==> src/rtl/ram_arbiter.sv <==
// ram_arbiter: round-robin arbiter serialising two requesters onto a RAM read/write port
module ram_arbiter #(
  parameter int DW = 32,
  parameter int AW = 32
) (
  input  logic          clk,
  input  logic          rst,
  input  logic          a_req,
  input  logic          a_we,
  input  logic [AW-1:0] a_addr,
  input  logic [DW-1:0] a_wdata,
  output logic          a_gnt,
  output logic          a_rvalid,
  output logic [DW-1:0] a_rdata,
  input  logic          b_req,
  input  logic          b_we,
  input  logic [AW-1:0] b_addr,
  input  logic [DW-1:0] b_wdata,
  output logic          b_gnt,
  output logic          b_rvalid,
  output logic [DW-1:0] b_rdata,
  output logic          ram_wr_en,
  output logic [AW-1:0] ram_wr_addr,
  output logic [DW-1:0] ram_wr_data,
  output logic          ram_rd_en,
  output logic [AW-1:0] ram_rd_addr,
  input  logic [DW-1:0] ram_rd_data,
  output logic          busy
);
  typedef enum logic [1:0] {IDLE, ISSUE, RDWAIT} state_t;
  state_t state;
  logic owner_b, owner_we, last_b, pick_b, sel_we;
  logic [AW-1:0] sel_addr;
  logic [DW-1:0] sel_wdata;
  // on a tie the requester not granted last wins
  always_comb begin
    pick_b = b_req & (~a_req | ~last_b);
    sel_we = pick_b ? b_we : a_we;
    sel_addr = pick_b ? b_addr : a_addr;
    sel_wdata = pick_b ? b_wdata : a_wdata;
  end
  always_ff @(posedge clk)
    if (rst) begin
      state <= IDLE;
      owner_b <= 1'b0;
      owner_we <= 1'b0;
      last_b <= 1'b1;
      a_gnt <= 1'b0;
      b_gnt <= 1'b0;
      a_rvalid <= 1'b0;
      b_rvalid <= 1'b0;
      a_rdata <= '0;
      b_rdata <= '0;
      ram_wr_en <= 1'b0;
      ram_wr_addr <= '0;
      ram_wr_data <= '0;
      ram_rd_en <= 1'b0;
      ram_rd_addr <= '0;
      busy <= 1'b0;
    end else begin
      a_gnt <= 1'b0;
      b_gnt <= 1'b0;
      a_rvalid <= 1'b0;
      b_rvalid <= 1'b0;
      ram_wr_en <= 1'b0;
      ram_rd_en <= 1'b0;
      case (state)
        IDLE: if (a_req | b_req) begin
          owner_b <= pick_b;
          owner_we <= sel_we;
          last_b <= pick_b;
          a_gnt <= ~pick_b;
          b_gnt <= pick_b;
          if (sel_we) begin
            ram_wr_en <= 1'b1;
            ram_wr_addr <= sel_addr;
            ram_wr_data <= sel_wdata;
          end else begin
            ram_rd_en <= 1'b1;
            ram_rd_addr <= sel_addr;
          end
          state <= ISSUE;
          busy <= 1'b1;
        end
        ISSUE: begin
          state <= owner_we ? IDLE : RDWAIT;
          busy <= ~owner_we;
        end
        RDWAIT: begin
          if (owner_b) b_rdata <= ram_rd_data;
          else a_rdata <= ram_rd_data;
          a_rvalid <= ~owner_b;
          b_rvalid <= owner_b;
          state <= IDLE;
          busy <= 1'b0;
        end
        default: begin
          state <= IDLE;
          busy <= 1'b0;
        end
      endcase
    end
endmodule

==> config.mk <==
export PLATFORM = sky130hd
export DESIGN_NAME = ram_arbiter
export DESIGN_NICKNAME = d
export VERILOG_FILES = /design/src/rtl/ram_arbiter.sv
export SDC_FILE = /design/constraint.sdc
export NUM_CORES = 1
export LEC_CHECK = 0
export CORE_MARGIN = 5
export CORE_UTILIZATION = 47
export CTS_CLUSTER_DIAMETER = 120
export DETAILED_ROUTE_END_ITERATION = 12
export PLACE_DENSITY = 0.95
export SLEW_MARGIN = 30
export SYNTH_ARGS = -nofsm -noshare
export SYNTH_HDL_FRONTEND = slang
export SYNTH_SLANG_ARGS = --single-unit
export TNS_END_PERCENT = 5
==> constraint.sdc <==
create_clock -name clk -period 3.4 [get_ports clk]
set_input_delay 0.34 -clock clk [delete_from_list [all_inputs] [get_ports clk]]
set_output_delay 0.34 -clock clk [all_outputs]
set_load 0.01 [all_outputs]
==> flow_summary.json <==
{
  "result_of_the_run": "complete, no violations",
  "num-nets-final": 1377,
  "max_cap_violations": 0,
  "areaGrowthSynthToFinish_pct": 49.3,
  "wirelength_met1_um": 10300,
  "synthesis.instances": 936,
  "vias_in_the_first_global_route": 8090,
  "global_route.overflow_total": 0,
  "max_clk_rate_mhz": 466,
  "postSynthRegisterBits": 172,
  "cts_hold_buf": 0,
  "place.port_buffers": 332,
  "routedWlPerCell_um": 19.3,
  "synth_seq_area_share_pct": 42.7,
  "worst_ir_drop_vdd_uv": 356,
  "hold_path.class": "reg2reg",
  "library_cell_contributing_the_largest_single_delay_on_the_critical_path": "sky130_fd_sc_hd__clkdlybuf4s50_1",
  "grt_setup_unrepaired": "false",
  "setup_viol": 0,
  "global_route_wire_length_before_repair_um": 43600,
  "worst-endpoint-arrival_ns": 2.41,
  "timing.critical_path.from_type": "input pin",
  "setup.worst_path.end_class": "register",
  "fillers": 1169,
  "fin_setup_tns_ns": 0,
  "ioPinCount": 333,
  "overall_power_uw": 5450,
  "detailroute.wirelength.met3_um": 2760,
  "number_of_routed_nets_with_antenna_violations": 0,
  "clockRootBuffer": "sky130_fd_sc_hd__clkbuf_16",
  "met2_length_um": 13700,
  "cts_num_sinks": 172,
  "worstPathBufferInverterCount": 2,
  "ys_types": 31,
  "wirelength_um": 27800,
  "path_cells": "clkdlybuf4s50_1 > a21bo_4 > mux2i_4 > nand2b_4 > buf_4 > a211oi_2",
  "drt-initial-drc-count": 513,
  "net_count_synth": 1102,
  "fin_worst_skew_ns": 0.0116,
  "final_worst_path_period_share_pct": 63.1,
  "cp_data_required_time_ns": 3.67,
  "period_needed_ns": 2.14,
  "layout-drive-gt1-share_pct": 12.3,
  "yosysWarningCount": 0,
  "grt_antenna_before_repair": 1,
  "routabilityCongestion": 0.903,
  "syn-cell-area_sq_um": 8060,
  "detailedRoute.firstPassIterationCount": 8,
  "synth_area_leaders": "sky130_fd_sc_hd__dfxtp_1, sky130_fd_sc_hd__nand3b_1, sky130_fd_sc_hd__a21oi_1, sky130_fd_sc_hd__a211oi_2, sky130_fd_sc_hd__nand2_1",
  "dp_hpwl_um": 19400,
  "cts.reportedPaths.clkPinSlew_ns": 0.07,
  "clock_latency_ns": 0.42,
  "route.detailed.vias_per_inst": 5.62,
  "slew_headroom_pct": 39.4,
  "grt_max_degree": 102,
  "yosysTopAreaCell": "sky130_fd_sc_hd__dfxtp_1",
  "final-hold-violation-count": 0,
  "detailroute.via_count": 8115,
  "slew_violations": 0,
  "cts_buffer_depth": 2,
  "crit_path_start": "a_req",
  "tritoncts_buffers": 17,
  "max_stage_delay_ns": 0.67,
  "path_class": "in2reg",
  "die_x_um": 141,
  "p_leak_uw": 0.00404,
  "top_layer_used": "met5",
  "r2r_start": "state[1]",
  "post_cts.repair.setup_buffers": 0,
  "grtUsageTotal_pct": 27.1,
  "core_area_sq_um": 16700,
  "critical-path-top-delay-family": "buffers and inverters",
  "post-route-drc-count": 0,
  "multi_input_area_sq_um": 3960,
  "worst_pin_slew_ns": 0.909,
  "syn_area_per_cell_sq_um": 8.61,
  "power_density_nw_per_um2": 453,
  "fp-row-count": 47,
  "worst_hold_startpoint": "b_rdata[4]",
  "cts_tree": "yes",
  "cts-htree-levels": 4,
  "floorplan.die_area_sq_um": 19900,
  "crit_fanout": 33,
  "number_of_gates_given_a_new_drive_strength_after_cts": 0,
  "regArea_sq_um": 3440,
  "n_antenna_cell": 0,
  "synth_top_area_share_pct": 42.7,
  "initial_core_util_pct": 48.3,
  "die_height_um": 141
}
## routing by layer
metal	global-route usage (%)	vias to the layer above
met3	8.43	66
met2	45.9	419
li1	-	3773
met5	0	-
met4	11.1	2
met1	31.9	3855
## flip-flops by register name, summed over array words and instances, names as in the netlist, 2 cells and up
signal,cells
a_rdata,32
b_rdata,32
ram_rd_addr,32
ram_wr_addr,32
ram_wr_data,32
state,2
## path summary, 6_finish.rpt
check | slack, ns | to | cells after the start
worst min-delay path | 0.45 | b_rdata[4] | 2
worst max register to register | 1.29 | ram_wr_data[31] | 6
worst max-delay path | 1.26 | ram_wr_data[14] | 6
worst min register to register | 0.45 | b_rdata[4] | 2
## layout by cell type, fill, tap and decap left out, types with 2 or more instances in the layout
master                            Yosys  layout
sky130_fd_sc_hd__clkdlybuf4s50_1      0     329
sky130_fd_sc_hd__nand2_1            195     195
sky130_fd_sc_hd__dfxtp_1            172     172
sky130_fd_sc_hd__a21oi_1            162     162
sky130_fd_sc_hd__nand3b_1           129     129
sky130_fd_sc_hd__inv_1               64      64
sky130_fd_sc_hd__a211oi_2            60      60
sky130_fd_sc_hd__a311oi_2            28      28
sky130_fd_sc_hd__clkbuf_16            0      17
sky130_fd_sc_hd__buf_4                4      10
sky130_fd_sc_hd__buf_12               0       7
sky130_fd_sc_hd__nor2_1               5       5
sky130_fd_sc_hd__inv_6                0       5
sky130_fd_sc_hd__a211oi_1             4       4
sky130_fd_sc_hd__a311oi_1             4       4
sky130_fd_sc_hd__nor3_1               3       3
sky130_fd_sc_hd__inv_8                0       3
sky130_fd_sc_hd__clkinv_4             0       2
sky130_fd_sc_hd__clkinvlp_4           0       2
sky130_fd_sc_hd__clkinv_8             0       2
sky130_fd_sc_hd__buf_2                7       2
sky130_fd_sc_hd__buf_6               11       2
## through the flow
stage               setup WS (ns)  area, sq um  std cells  util [%]  hold WS (ns)
CTS                          1.11        12000       1444      72.0         0.456
detailed placement          0.733        11500       1412      68.6         0.446
global route                 1.12        12000       1444      72.0         0.467
global placement            0.845        11500       1412      68.6         0.427
floorplan                    1.81         8060        936         -         0.409
finish                       1.26        12000       1444      72.0         0.455
## area by class of cell
| type | count | share of cell area (%) |
|---|---|---|
| clock buffer | 17 | 3.54 |
| sequential | 172 | 28.6 |
| timing repair buffer | 350 | 29.4 |
| multi-input combinational | 606 | 32.9 |
| inverter | 64 | 2.00 |
| tap | 220 | 2.29 |
| clock inverter | 15 | 1.23 |
## cell usage after synthesis
master                       n
sky130_fd_sc_hd__a221o_1     1
sky130_fd_sc_hd__dfxtp_1   172
sky130_fd_sc_hd__nand3b_1  129
sky130_fd_sc_hd__and2_1      2
sky130_fd_sc_hd__a21boi_1    1
sky130_fd_sc_hd__inv_1      64
sky130_fd_sc_hd__a21oi_1   162
sky130_fd_sc_hd__nor3b_1     1
sky130_fd_sc_hd__buf_4       4
sky130_fd_sc_hd__buf_1       3
sky130_fd_sc_hd__nor2b_1     1
sky130_fd_sc_hd__o21bai_1    1
sky130_fd_sc_hd__mux2i_4     1
sky130_fd_sc_hd__a211oi_1    4
sky130_fd_sc_hd__o21ai_1     1
sky130_fd_sc_hd__buf_2       7
sky130_fd_sc_hd__a311oi_2   28
sky130_fd_sc_hd__nand2b_1    1
sky130_fd_sc_hd__nand2_1   195
sky130_fd_sc_hd__or3b_1      1
sky130_fd_sc_hd__and3b_1     1
sky130_fd_sc_hd__a311oi_1    4
sky130_fd_sc_hd__nor3_1      3
sky130_fd_sc_hd__buf_6      11
sky130_fd_sc_hd__a211oi_2   60
sky130_fd_sc_hd__clkbuf_1   69
sky130_fd_sc_hd__nor4b_1     1
sky130_fd_sc_hd__nor2_1      5
sky130_fd_sc_hd__o21a_1      1
sky130_fd_sc_hd__a21bo_1     1
sky130_fd_sc_hd__nor2_2      1
## report_power, final
group          leakage [uW]  internal, uW  switching (uW)
registers           0.00141          2170            87.9
logic               0.00235           662             646
clock network      0.000277           976             909
## kinds of logic (layout without fill, tap and decap cells)
logic type / Yosys count / count (layout) / synth area share [%]
mux: 1 / 1 / 0.279
compound gates: 264 / 264 / 26.0
simple gates: 341 / 341 / 22.3
buf+inv: 158 / 446 / 8.68
flops: 172 / 172 / 42.7
## worst register-to-register path, stage by stage (launching register included)
cell,delay [ns]
sky130_fd_sc_hd__dfxtp_1,0.36
sky130_fd_sc_hd__nor2_2,0.28
sky130_fd_sc_hd__o21a_1,0.17
sky130_fd_sc_hd__buf_4,0.22
sky130_fd_sc_hd__nand2b_4,0.38
sky130_fd_sc_hd__buf_12,0.35
sky130_fd_sc_hd__a211oi_1,0.26
(Power assumes the default switching activity.)
==> variant (same settings) <==
Encoding of `state_t`: now one-hot (3 bits for 3 states).
--- a/src/rtl/ram_arbiter.sv
+++ b/src/rtl/ram_arbiter.sv
@@ -29,3 +29,3 @@
 );
-  typedef enum logic [1:0] {IDLE, ISSUE, RDWAIT} state_t;
+  typedef enum logic [2:0] {IDLE = 3'b001, ISSUE = 3'b010, RDWAIT = 3'b100} state_t;
   state_t state;
Check against the original RTL: same outputs for any inputs over 4 cycles, from zero or initial values and one cycle with rst high; so few cycles prove little.
==> variant against the original RTL <==
  * Wire length decreased by 2.7%
  * Setup slack worse by 280 ps
  * Via count is 0.83% lower
  * Area after synthesis fell by 2.3%
  * Total power increased by 2.2%
  * Sequential cell count grew 1
  * Final area is 1.3% lower
==> variant: results (changes against the original RTL) <==
- Data arrival time of the critical path: 2680 ps (+270 ps)
- H-Tree Depth: 4 (unchanged)
- Sw Share: 30.2% (about the same)
- Post-synthesis sequential area ratio: 44.0% (+1.3 points)
- Via count: 8048 (-0.83%)
- Compound-Gate Fraction of Synth Area: 24.5% (-1.5 points)
- Most frequent cells after synthesis: nand2_1 (193), dfxtp_1 (173), a21oi_1 (160), nand3b_1 (129), clkbuf_1 (70)
- Max VDD drop: 0.369 mV (+3.7%)
- GPL Wtd Cong: 0.846 (-6.4%)
- DRC: 0 (unchanged)
- Post-layout nets: 1381 (+0.29%)
- Slew @ Worst Pin: 871 ps (-38.8 ps)
- FILL cells: 1214 (+3.8%)
- Post-synthesis mux area share: 0.127% (-0.15 points)
- Async set-reset flop share out of synthesis: 0% (unchanged)
- First-pass GRT wire length: 42200 um (-3.2%)
- Layout cells sized above 1: 9.69% (-2.6 points)
- Synth top area cells: dfxtp_1 (44%), nand3b_1 (12%), a21oi_1 (10%)
- Cell leakage power: 3.97 nW (-1.6%)
- Port Buffers: 332 (unchanged)
- # resized after CTS: 0 (unchanged)
- Clock root cell: clkbuf_16
- 1st-iter DRT viols: 513 (unchanged)
- Post-CTS Setup Bufs: 0 (unchanged)
- DP Area: 11300 um^2 (-1.7%)
- YS warnings: 0 (unchanged)
- CTS buffer count: 17 (unchanged)
- MaxCap Viol Count: 0 (unchanged)
- Pre-antenna DRT Iters: 8 (unchanged)
- Synth Area in Adders: 0% (unchanged)
- Crit path max fanout: 26 (-21%)
- Tot GR Track Use: 26.5% (-0.58 points)
- Routed Wire Length: 27100 um (-2.7%)
- Yosys cell types: 32 (+3.2%)
- Initial antenna violation count: 1 (unchanged)
- Worst min path class: reg2reg
- CTS clk-pin slew, worst paths: 70 ps (about the same)
- Largest net degree at the start of global routing: 102 (unchanged)
- CTS Buffer Depth: 2 (unchanged)
- Vias in the first global route: 7815 (-3.4%)
- XOR/XNOR share of the synthesized area: 0% (unchanged)
- Clock Latency Late Sink: 420 ps (about the same)
- Clock skew: 12.3 ps (+0.692 ps)
- Outcome: finished, final reports clean
- DPL Wire Length: 18500 um (-4.2%)
- Synth Net Count: 1106 (+0.36%)
-- variant: cell count changes after synthesis, moves of 2 or more --
cell / change
buf_2: +4
buf_4: -2
buf_6: -5
a311oi_2: -28
a21oi_1: -2
nand2_1: -2
a311oi_1: +28
nor2_1: +2
-- variant: cells by family after synthesis --
kind of cell | Yosys count
AO/OA/AOI/OAI | 263
AND/OR/NAND/NOR | 345
multiplexers | 1
flip-flops | 173
buffers and inverters | 158
-- variant: final cells by class --
class                   count  area [um^2]  area share [%]
diodes                      1         2.50          0.0211
repair buffers            349         3470            29.2
well taps                 220          275            2.32
clock inverters            15          185            1.56
multi-input cells         609         3810            32.1
flip-flops and latches    173         3460            29.2
inverters                  65          244            2.06
clock buffers              17          425            3.58
-- variant: path summary, 6_finish.rpt --
kind         slack [ps]  cells past startpoint               startpoint                           end
max reg2reg        1190                      5      last_b$_SDFFE_PP1P_  ram_wr_data[10]$_SDFFE_PP0P_
max                 980                      6                    a_req  ram_wr_data[10]$_SDFFE_PP0P_
min                 450                      2  b_rdata[2]$_SDFFE_PP0P_       b_rdata[2]$_SDFFE_PP0P_
min reg2reg         450                      2  b_rdata[2]$_SDFFE_PP0P_       b_rdata[2]$_SDFFE_PP0P_
-- variant: stage by stage --
step | setup slack [ps] | cells | hold WS, ps | total power, W
2_1_floorplan | 1820 | 940 | 418 | 0.00294
6_report | 980 | 1449 | 453 | 0.00557
5_1_grt | 851 | 1449 | 471 | 0.00579
4_1_cts | 983 | 1448 | 456 | 0.00560
3_5_place_dp | 548 | 1416 | 447 | 0.00360
3_3_place_gp | 615 | 1416 | 441 | 0.00357
-- variant: power by group through the flow --
stage               sequential, W  combinational, W  clock (W)
CTS                       0.00227           0.00130    0.00203
detailed placement        0.00231           0.00129          0
finish                    0.00227           0.00130    0.00200
global route              0.00229           0.00138    0.00213
global placement          0.00231           0.00126          0
floorplan                 0.00237          0.000572          0
-- variant: routing by layer --
metal,GRT usage [%],vias to the layer above,share of wire [%]
li1,-,3788,-
met4,12.3,0,4.8
met3,7.79,80,8.9
met1,30.2,3772,37
met2,45.8,408,49
met5,0,-,0
-- variant: critical path: stages --
cell             delay [ps]
clkdlybuf4s50_1         690
a21bo_4                 410
mux2i_1                 310
or2_4                   490
buf_4                   340
a211oi_2                100
